===== config.mk =====
export PLATFORM = sky130hd
export DESIGN_NAME = alu_operand_stage
export DESIGN_NICKNAME = d
export VERILOG_FILES = /design/src/rtl/alu_operand_stage.sv
export SDC_FILE = /design/constraint.sdc
export NUM_CORES = 1
export LEC_CHECK = 0
export ABC_AREA = 1
export CAP_MARGIN = 10
export CORE_MARGIN = 2
export CORE_UTILIZATION = 40
export CTS_BUF_LIST = sky130_fd_sc_hd__clkbuf_8
export DETAILED_ROUTE_END_ITERATION = 8
export DONT_BUFFER_PORTS = 1
export PLACE_DENSITY_LB_ADDON = 0.25
export SYNTH_ARGS = -nofsm -noshare
export SYNTH_HDL_FRONTEND = slang
export SYNTH_SLANG_ARGS = --single-unit

===== constraint.sdc =====
create_clock -name clk -period 2.61 [get_ports clk]
set_clock_uncertainty 0.1 [all_clocks]
set_input_delay 0 -clock clk [delete_from_list [all_inputs] [get_ports clk]]
set_output_delay 0 -clock clk [all_outputs]
set_load 0.1 [all_outputs]

===== src/rtl/alu_operand_stage.sv =====
// ID/EX operand register in front of the ALU: captures decoded operands, forwards
// from EX/MEM and MEM/WB, selects ALU inputs and enforces the load-use interlock.
package risc_pkg;
  typedef enum logic [3:0] {
    ALU_ADD  = 4'd0,
    ALU_SUB  = 4'd1,
    ALU_SLL  = 4'd2,
    ALU_SLT  = 4'd3,
    ALU_SLTU = 4'd4,
    ALU_XOR  = 4'd5,
    ALU_SRL  = 4'd6,
    ALU_SRA  = 4'd7,
    ALU_OR   = 4'd8,
    ALU_AND  = 4'd9
  } alu_op_t;
endpackage

module alu_operand_stage
  import risc_pkg::*;
#(
  parameter int XLEN    = 32,
  parameter int RA_W    = 5,
  parameter int STALL_W = 16
) (
  input  logic                clk,
  input  logic                rst_n,
  input  logic                flush,
  input  logic                in_valid,
  output logic                in_ready,
  input  logic [RA_W-1:0]     in_rs1_addr,
  input  logic [RA_W-1:0]     in_rs2_addr,
  input  logic [XLEN-1:0]     in_rs1_val,
  input  logic [XLEN-1:0]     in_rs2_val,
  input  logic [XLEN-1:0]     in_pc,
  input  logic [XLEN-1:0]     in_imm,
  input  logic                in_a_sel_pc,
  input  logic                in_b_sel_imm,
  input  alu_op_t             in_alu_op,
  input  logic                exm_wen,
  input  logic                exm_is_load,
  input  logic [RA_W-1:0]     exm_rd,
  input  logic [XLEN-1:0]     exm_data,
  input  logic                wb_wen,
  input  logic [RA_W-1:0]     wb_rd,
  input  logic [XLEN-1:0]     wb_data,
  output logic                out_valid,
  input  logic                out_ready,
  output logic [XLEN-1:0]     alu_a,
  output logic [XLEN-1:0]     alu_b,
  output alu_op_t             alu_op,
  output logic [XLEN-1:0]     rs2_fwd,
  output logic [STALL_W-1:0]  stall_cnt
);

  // Handshake: a transfer happens on a rising edge where valid & ready are both 1.
  // Valid never depends on ready on either side; in_ready depends on out_ready only
  // through the single-entry register draining this cycle.

  logic                held_valid;
  logic [RA_W-1:0]     rs1_addr_q, rs2_addr_q;
  logic [XLEN-1:0]     rs1_val_q, rs2_val_q, pc_q, imm_q;
  logic                a_sel_pc_q, b_sel_imm_q;
  alu_op_t             alu_op_q;
  logic [STALL_W-1:0]  stall_cnt_q;

  logic [XLEN-1:0]     rs1_fwd;
  logic                load_use;
  logic                capture;
  logic                drain;

  // x0 is hard zero and never takes a forwarded value.
  always_comb begin
    rs1_fwd = rs1_val_q;
    if (rs1_addr_q == '0)
      rs1_fwd = '0;
    else if (exm_wen && exm_rd == rs1_addr_q)
      rs1_fwd = exm_data;
    else if (wb_wen && wb_rd == rs1_addr_q)
      rs1_fwd = wb_data;
  end

  always_comb begin
    rs2_fwd = rs2_val_q;
    if (rs2_addr_q == '0)
      rs2_fwd = '0;
    else if (exm_wen && exm_rd == rs2_addr_q)
      rs2_fwd = exm_data;
    else if (wb_wen && wb_rd == rs2_addr_q)
      rs2_fwd = wb_data;
  end

  // rs2 is always considered used because stores need it as data.
  always_comb begin
    load_use = 1'b0;
    if (held_valid && exm_is_load && exm_wen) begin
      if (!a_sel_pc_q && rs1_addr_q != '0 && exm_rd == rs1_addr_q)
        load_use = 1'b1;
      if (rs2_addr_q != '0 && exm_rd == rs2_addr_q)
        load_use = 1'b1;
    end
  end

  assign out_valid = held_valid & ~load_use;
  assign drain     = out_valid & out_ready;
  assign in_ready  = ~held_valid | drain;
  assign capture   = in_valid & in_ready & ~flush;

  assign alu_a     = a_sel_pc_q  ? pc_q  : rs1_fwd;
  assign alu_b     = b_sel_imm_q ? imm_q : rs2_fwd;
  assign alu_op    = alu_op_q;
  assign stall_cnt = stall_cnt_q;

  always_ff @(posedge clk or negedge rst_n) begin
    if (!rst_n) begin
      held_valid <= 1'b0;
    end else if (flush) begin
      held_valid <= 1'b0;
    end else if (capture) begin
      held_valid <= 1'b1;
    end else if (drain) begin
      held_valid <= 1'b0;
    end
  end

  // A WB write landing on the capture edge or while holding must be kept,
  // since the forwarding path disappears once WB retires.
  always_ff @(posedge clk or negedge rst_n) begin
    if (!rst_n) begin
      rs1_addr_q  <= '0;
      rs2_addr_q  <= '0;
      rs1_val_q   <= '0;
      rs2_val_q   <= '0;
      pc_q        <= '0;
      imm_q       <= '0;
      a_sel_pc_q  <= 1'b0;
      b_sel_imm_q <= 1'b0;
      alu_op_q    <= ALU_ADD;
    end else if (capture) begin
      rs1_addr_q  <= in_rs1_addr;
      rs2_addr_q  <= in_rs2_addr;
      rs1_val_q   <= (wb_wen && wb_rd == in_rs1_addr && in_rs1_addr != '0) ? wb_data : in_rs1_val;
      rs2_val_q   <= (wb_wen && wb_rd == in_rs2_addr && in_rs2_addr != '0) ? wb_data : in_rs2_val;
      pc_q        <= in_pc;
      imm_q       <= in_imm;
      a_sel_pc_q  <= in_a_sel_pc;
      b_sel_imm_q <= in_b_sel_imm;
      alu_op_q    <= in_alu_op;
    end else if (held_valid && wb_wen) begin
      if (wb_rd == rs1_addr_q && rs1_addr_q != '0) rs1_val_q <= wb_data;
      if (wb_rd == rs2_addr_q && rs2_addr_q != '0) rs2_val_q <= wb_data;
    end
  end

  always_ff @(posedge clk or negedge rst_n) begin
    if (!rst_n) begin
      stall_cnt_q <= '0;
    end else if (held_valid && !drain && stall_cnt_q != '1) begin
      stall_cnt_q <= stall_cnt_q + 1'b1;
    end
  end

endmodule

# Word-level counts from Yosys, hierarchy flattened

Cells that the tools add are included.

Bits in registers: 161
Output and inout port bits: 118
Word-level logic and storage cells: 81

Add/sub/neg operators: 1
Equality and inequality tests: 7
Multiplexer cells: 22
Bitwise logic cells: 8
Reduce and logical (&&, ||, !) cells: 32

Operators by type and width:

| kind                                           | count |
|---|---|
| two-way mux 32 bit                             | 16 |
| == test 5 bit                                  | 6 |
| nonzero test 5 bit                             | 4 |
| logical AND 1 bit                              | 18 |
| adder 16 x 1 -> 16 bit (second input constant) | 1 |
| inequality test 16 bit (second input constant) | 1 |
| zero test 5 bit                                | 2 |
| two-way mux 1 bit                              | 6 |
| nonzero test 2 bit                             | 3 |
| AND 1 bit                                      | 4 |
| AND reduction 2 bit                            | 2 |
| inverter 1 bit                                 | 3 |
| nonzero test 3 bit                             | 1 |
| zero test 1 bit                                | 2 |
| OR 1 bit                                       | 1 |

# Logic depth before layout (Yosys ltp)

Depth in word-level cells: 14
Gate-level depth with buffers: 15

# Worst setup path before layout

No wires, ideal clock.

Path kind: register to output
Start: register rs2_addr_q[4]
End: output alu_b[10]
Data arrival time: 3528 ps
Slack: -1018 ps
Stages on the path, launching flop included: 10
Buffers on the path: 1
Path through: dfrtp_1 > xor2_1 > a21oi_1 > nand2_1 > nor2_1 > buf_2 > nand2_1 > nand3_1 > nand2_1 > o21ai_0

Longest elaborated chain between the ends: 6

Ends and longest elaborated chain:

| item                   | RTL line | RTL |
|---|---|---|
| from (decl)            | 60       | `logic [RA_W-1:0] rs1_addr_q, rs2_addr_q;` |
| from (signal assigned) | 140      | `rs2_addr_q <= in_rs2_addr;` |
| == test 5 bit          | 88       | `else if (wb_wen && wb_rd == rs2_addr_q)` |
| logical AND 1 bit      | 88       |  |
| two-way mux 32 bit     | 88       |  |
| two-way mux 32 bit     | 86       | `else if (exm_wen && exm_rd == rs2_addr_q)` |
| two-way mux 32 bit *   | 84       | `if (rs2_addr_q == '0)` |
| two-way mux 32 bit *   | 109      | `assign alu_b = b_sel_imm_q ? imm_q : rs2_fwd;` |
| to (decl)              | 49       | `output logic [XLEN-1:0] alu_b,` |

Mark *: on every way between the ends. The rest lies on a longest branch, timed or not.

# Worst setup path after layout

Start: register rs2_addr_q[1]
End: output alu_b[10]

The elaborated chain is that of the path after synthesis.

==> run summary <==
class of the worst hold path: input pin to asynchronous set/reset pin
post-DR wirelength/cell: 22.4 µm
area of the multi-input gates: 0.00697 mm²
post-synth top area share: 0.369
largest net degree at the start of global routing: 162
Syn-to-layout area delta: 61.1%
CP Launch Type: flip-flop
GP Congestion: 0.882
Int Power: 6.36 mW
first-pass detailed-route iteration total: 6
port bufs: 0
# rows: 60
fillers: 2232
CP max stage delay: 0.44 ns
VDD IR max: 0.342 mV
Crit-path slowest cell: dfrtp_1
Synth warnings: 0
Synth Instances: 1700
Layout Cells excl Fill: 2338
failing checks: negative hold slack, negative setup slack
CTS tree: done
syn_area_per_cell: 6.42 µm²
total track usage: 0.327
slack of the critical path: -0.0435 ns
FF-to-FF End: pc_q[21]$_DFFE_PN0N_
setup slack, reg-to-reg: 0.05 ns
Final setup viols: 9
clk slew on worst S/H paths: 0.11 ns
root buffer cell: clkbuf_8
Hold Fails Final Rpt: 161
Routed Antenna Nets: 0
DR vias: 13.8k
status: finished with violations
critical path, cell by cell: buf_4 -> xor2_1 -> nor2_1 -> nand4_1 -> buf_4 -> clkbuf_16 -> nand3_1 -> nand2_1 -> o21ai_2 -> buf_12
WL met2: 24600 µm
Top Metal Used: met5
sw frac: 0.509
layout cells sized above 1: 0.239
top cells by area, synth: dfrtp_1 (37%), nand3_1 (18%), nand2_1 (18%), o21ai_0 (8.8%), inv_1 (4.5%)
register area share after synthesis: 0.369
vias in the first global route: 13.0k
Flop pwr share: 0.243
Place WS: 0.381 ns
commonest non-fill, non-tap cell in the layout: nand2_1
Slew Limit Fails: 0
H-tree depth: 4
hold slack: -0.900 ns
TritonCTS buffer count: 17
RR Startpoint: rs2_addr_q[1]$_DFFE_PN0N_
routed wire length: 52300 µm
Tcrit/Tclk final: 1.02
worst-skew pair later-pin latency: 0.48 ns
area of the mapped netlist: 0.0109 mm²
Starting Density: 0.406
Pleak: 8.11 nW
first-pass GRT wire length: 73600 µm
Met1 Routed Length: 20800 µm
Core Area: 0.0269 mm²
clock share of power: 0.161
final cell utilization of the core: 0.654
number of distinct library cells after synthesis: 30
CP max FO: 16
number of max-cap violations: 0
die area: 0.0286 mm²
# DRC: 0
critical path required time: 2.51 ns
syn_nets: 1927
clock sinks: 161
RSZ-0062 raised after global routing: yes
synthesis-stage register bit count: 161
Rel. slew slack: 0.404
initial antenna violation count: 3
Final nets: 2208
Die Height: 169 µm
Crit path arrival time: 2.55 ns
switching power: 6.59 mW
# IOs: 344
minimum clock period: 2.65 ns
cells on worst reg2reg path: 13
Setup crit end kind: output pin
commonest non-fill, non-tap cells in the layout: nand2_1 (458), nand3_1 (350), dlygate4sd3_1 (185), dfrtp_1 (157), o21ai_0 (128)
Die X: 169 µm
Total Power: 13.0 mW
Vias/cell: 5.89
placed cells: 2063
Post-DP HPWL: 29100 µm
CTS max path bufs: 2
GRT overflow: 0
combinational power share: 0.596
maximum achievable frequency: 377 MHz
Setup CP Type: flip-flop to output pin
FF/Latch Area: 0.00404 mm²
PD cells: 737 mW/mm²
met3 routed WL: 5040 µm
Yosys top cell by area: dfrtp_1
Worst-Margin Slew: 0.894 ns
CP most frequent cell: buf_4
Starting DRT DRC Count: 1641
power by group through the flow:
| stage | Combinational [mW] | Clock [mW] | Sequential [mW] |
|---|---|---|---|
| 4_1_cts | 7.27 | 2.09 | 3.13 |
| 3_3_place_gp | 6.88 | 0 | 3.17 |
| 2_1_floorplan | 4.19 | 0 | 3.60 |
| 6_report | 7.72 | 2.09 | 3.15 |
| 5_1_grt | 8.02 | 2.19 | 3.20 |
| 3_5_place_dp | 6.93 | 0 | 3.19 |
worst max-delay path: cells and delay by family (launching register included):
kind            cells  cell delay, ns
flops               1            0.44
simple gates        4            0.52
xor+xnor            1            0.15
buf+inv             4            0.77
compound gates      1            0.20
layer usage:
metal  vias to the layer above  GRT usage
met1                      6552      0.444
met3                       136     0.0541
met4                         2      0.106
li1                       6167          -
met5                         -          0
met2                       911      0.533
synth_stat cells (all sizes together):
| cell type | number |
|---|---|
| nor3 | 6 |
| xnor2 | 10 |
| clkbuf | 84 |
| nand2 | 513 |
| nor2 | 53 |
| a21boi | 2 |
| dfrtp | 161 |
| clkinv | 1 |
| o2111ai | 1 |
| o22ai | 1 |
| nand3b | 1 |
| o21ai | 240 |
| and3 | 1 |
| nand3 | 401 |
| or2 | 1 |
| inv | 136 |
| buf | 46 |
| nand4 | 11 |
| o211ai | 1 |
| ha | 1 |
| xor2 | 17 |
| nor4 | 3 |
| a21oi | 9 |
registers in the layout, indices dropped and copies added (netlist names):
| register | cells |
|---|---|
| a_sel_pc_q | 1 |
| alu_op | 4 |
| b_sel_imm_q | 1 |
| held_valid | 1 |
| imm_q | 32 |
| pc_q | 32 |
| rs1_addr_q | 5 |
| rs1_val_q | 32 |
| rs2_addr_q | 5 |
| rs2_val_q | 32 |
| stall_cnt | 16 |
layout make-up:
type                       instances  share of cell area
inverter                         137              0.0294
clock buffer                      18              0.0141
tap                              341              0.0243
antenna                            3            0.000427
clock inverter                    14             0.00946
multi-input combinational       1275               0.396
sequential                       161               0.230
timing repair buffer             389               0.296
how the worst max path moves through the flow:
| stage | start | endpoint | slack (ns) | cells after the start |
|---|---|---|---|---|
| 3_3_place_gp | rs1_addr_q[2]$_DFFE_PN0N_ | alu_a[18] | 0.39 | 9 |
| 5_1_grt | rs1_addr_q[0]$_DFFE_PN0N_ | alu_a[19] | -0.12 | 13 |
| 4_1_cts | rs1_addr_q[1]$_DFFE_PN0N_ | alu_a[18] | -0.02 | 12 |
| 2_1_floorplan | rs2_addr_q[4]$_DFFE_PN0N_ | alu_b[10] | -0.26 | 9 |
| 6_report | rs2_addr_q[1]$_DFFE_PN0N_ | alu_b[10] | -0.04 | 10 |
| 3_5_place_dp | rs1_addr_q[0]$_DFFE_PN0N_ | rs1_val_q[17]$_DFFE_PN0P_ | 0.38 | 14 |
through the flow:
stage	area [µm²]	TNS (ns)
global route	17600	-5.01
CTS	16100	-0.0181
global placement	13600	0
finish	17600	-0.142
detailed placement	13600	0
floorplan	11100	-0.262
cell families (layout without fill, tap and decap cells):
logic type | count (synthesis) | in the layout | share of synthesized area
AND/OR/NAND/NOR | 990 | 993 | 0.394
buffers and inverters | 267 | 558 | 0.0970
flip-flops | 161 | 161 | 0.369
XOR/XNOR | 27 | 27 | 0.0217
adder cells (fa/ha/maj) | 1 | 1 | 0.00115
AO/OA/AOI/OAI | 254 | 254 | 0.118
other | 0 | 3 | 0
timing repair:
item                                    CTS  global route
endpoints found under the setup margin   71           228
pin swaps                                 7            97
hold endpoints to repair                313           172
cloned                                    2            20
buffers inserted                          9            26
resized for setup                        21           253
hold buffers                            194             1
No activity file was read; power rests on OpenSTA's default activity.
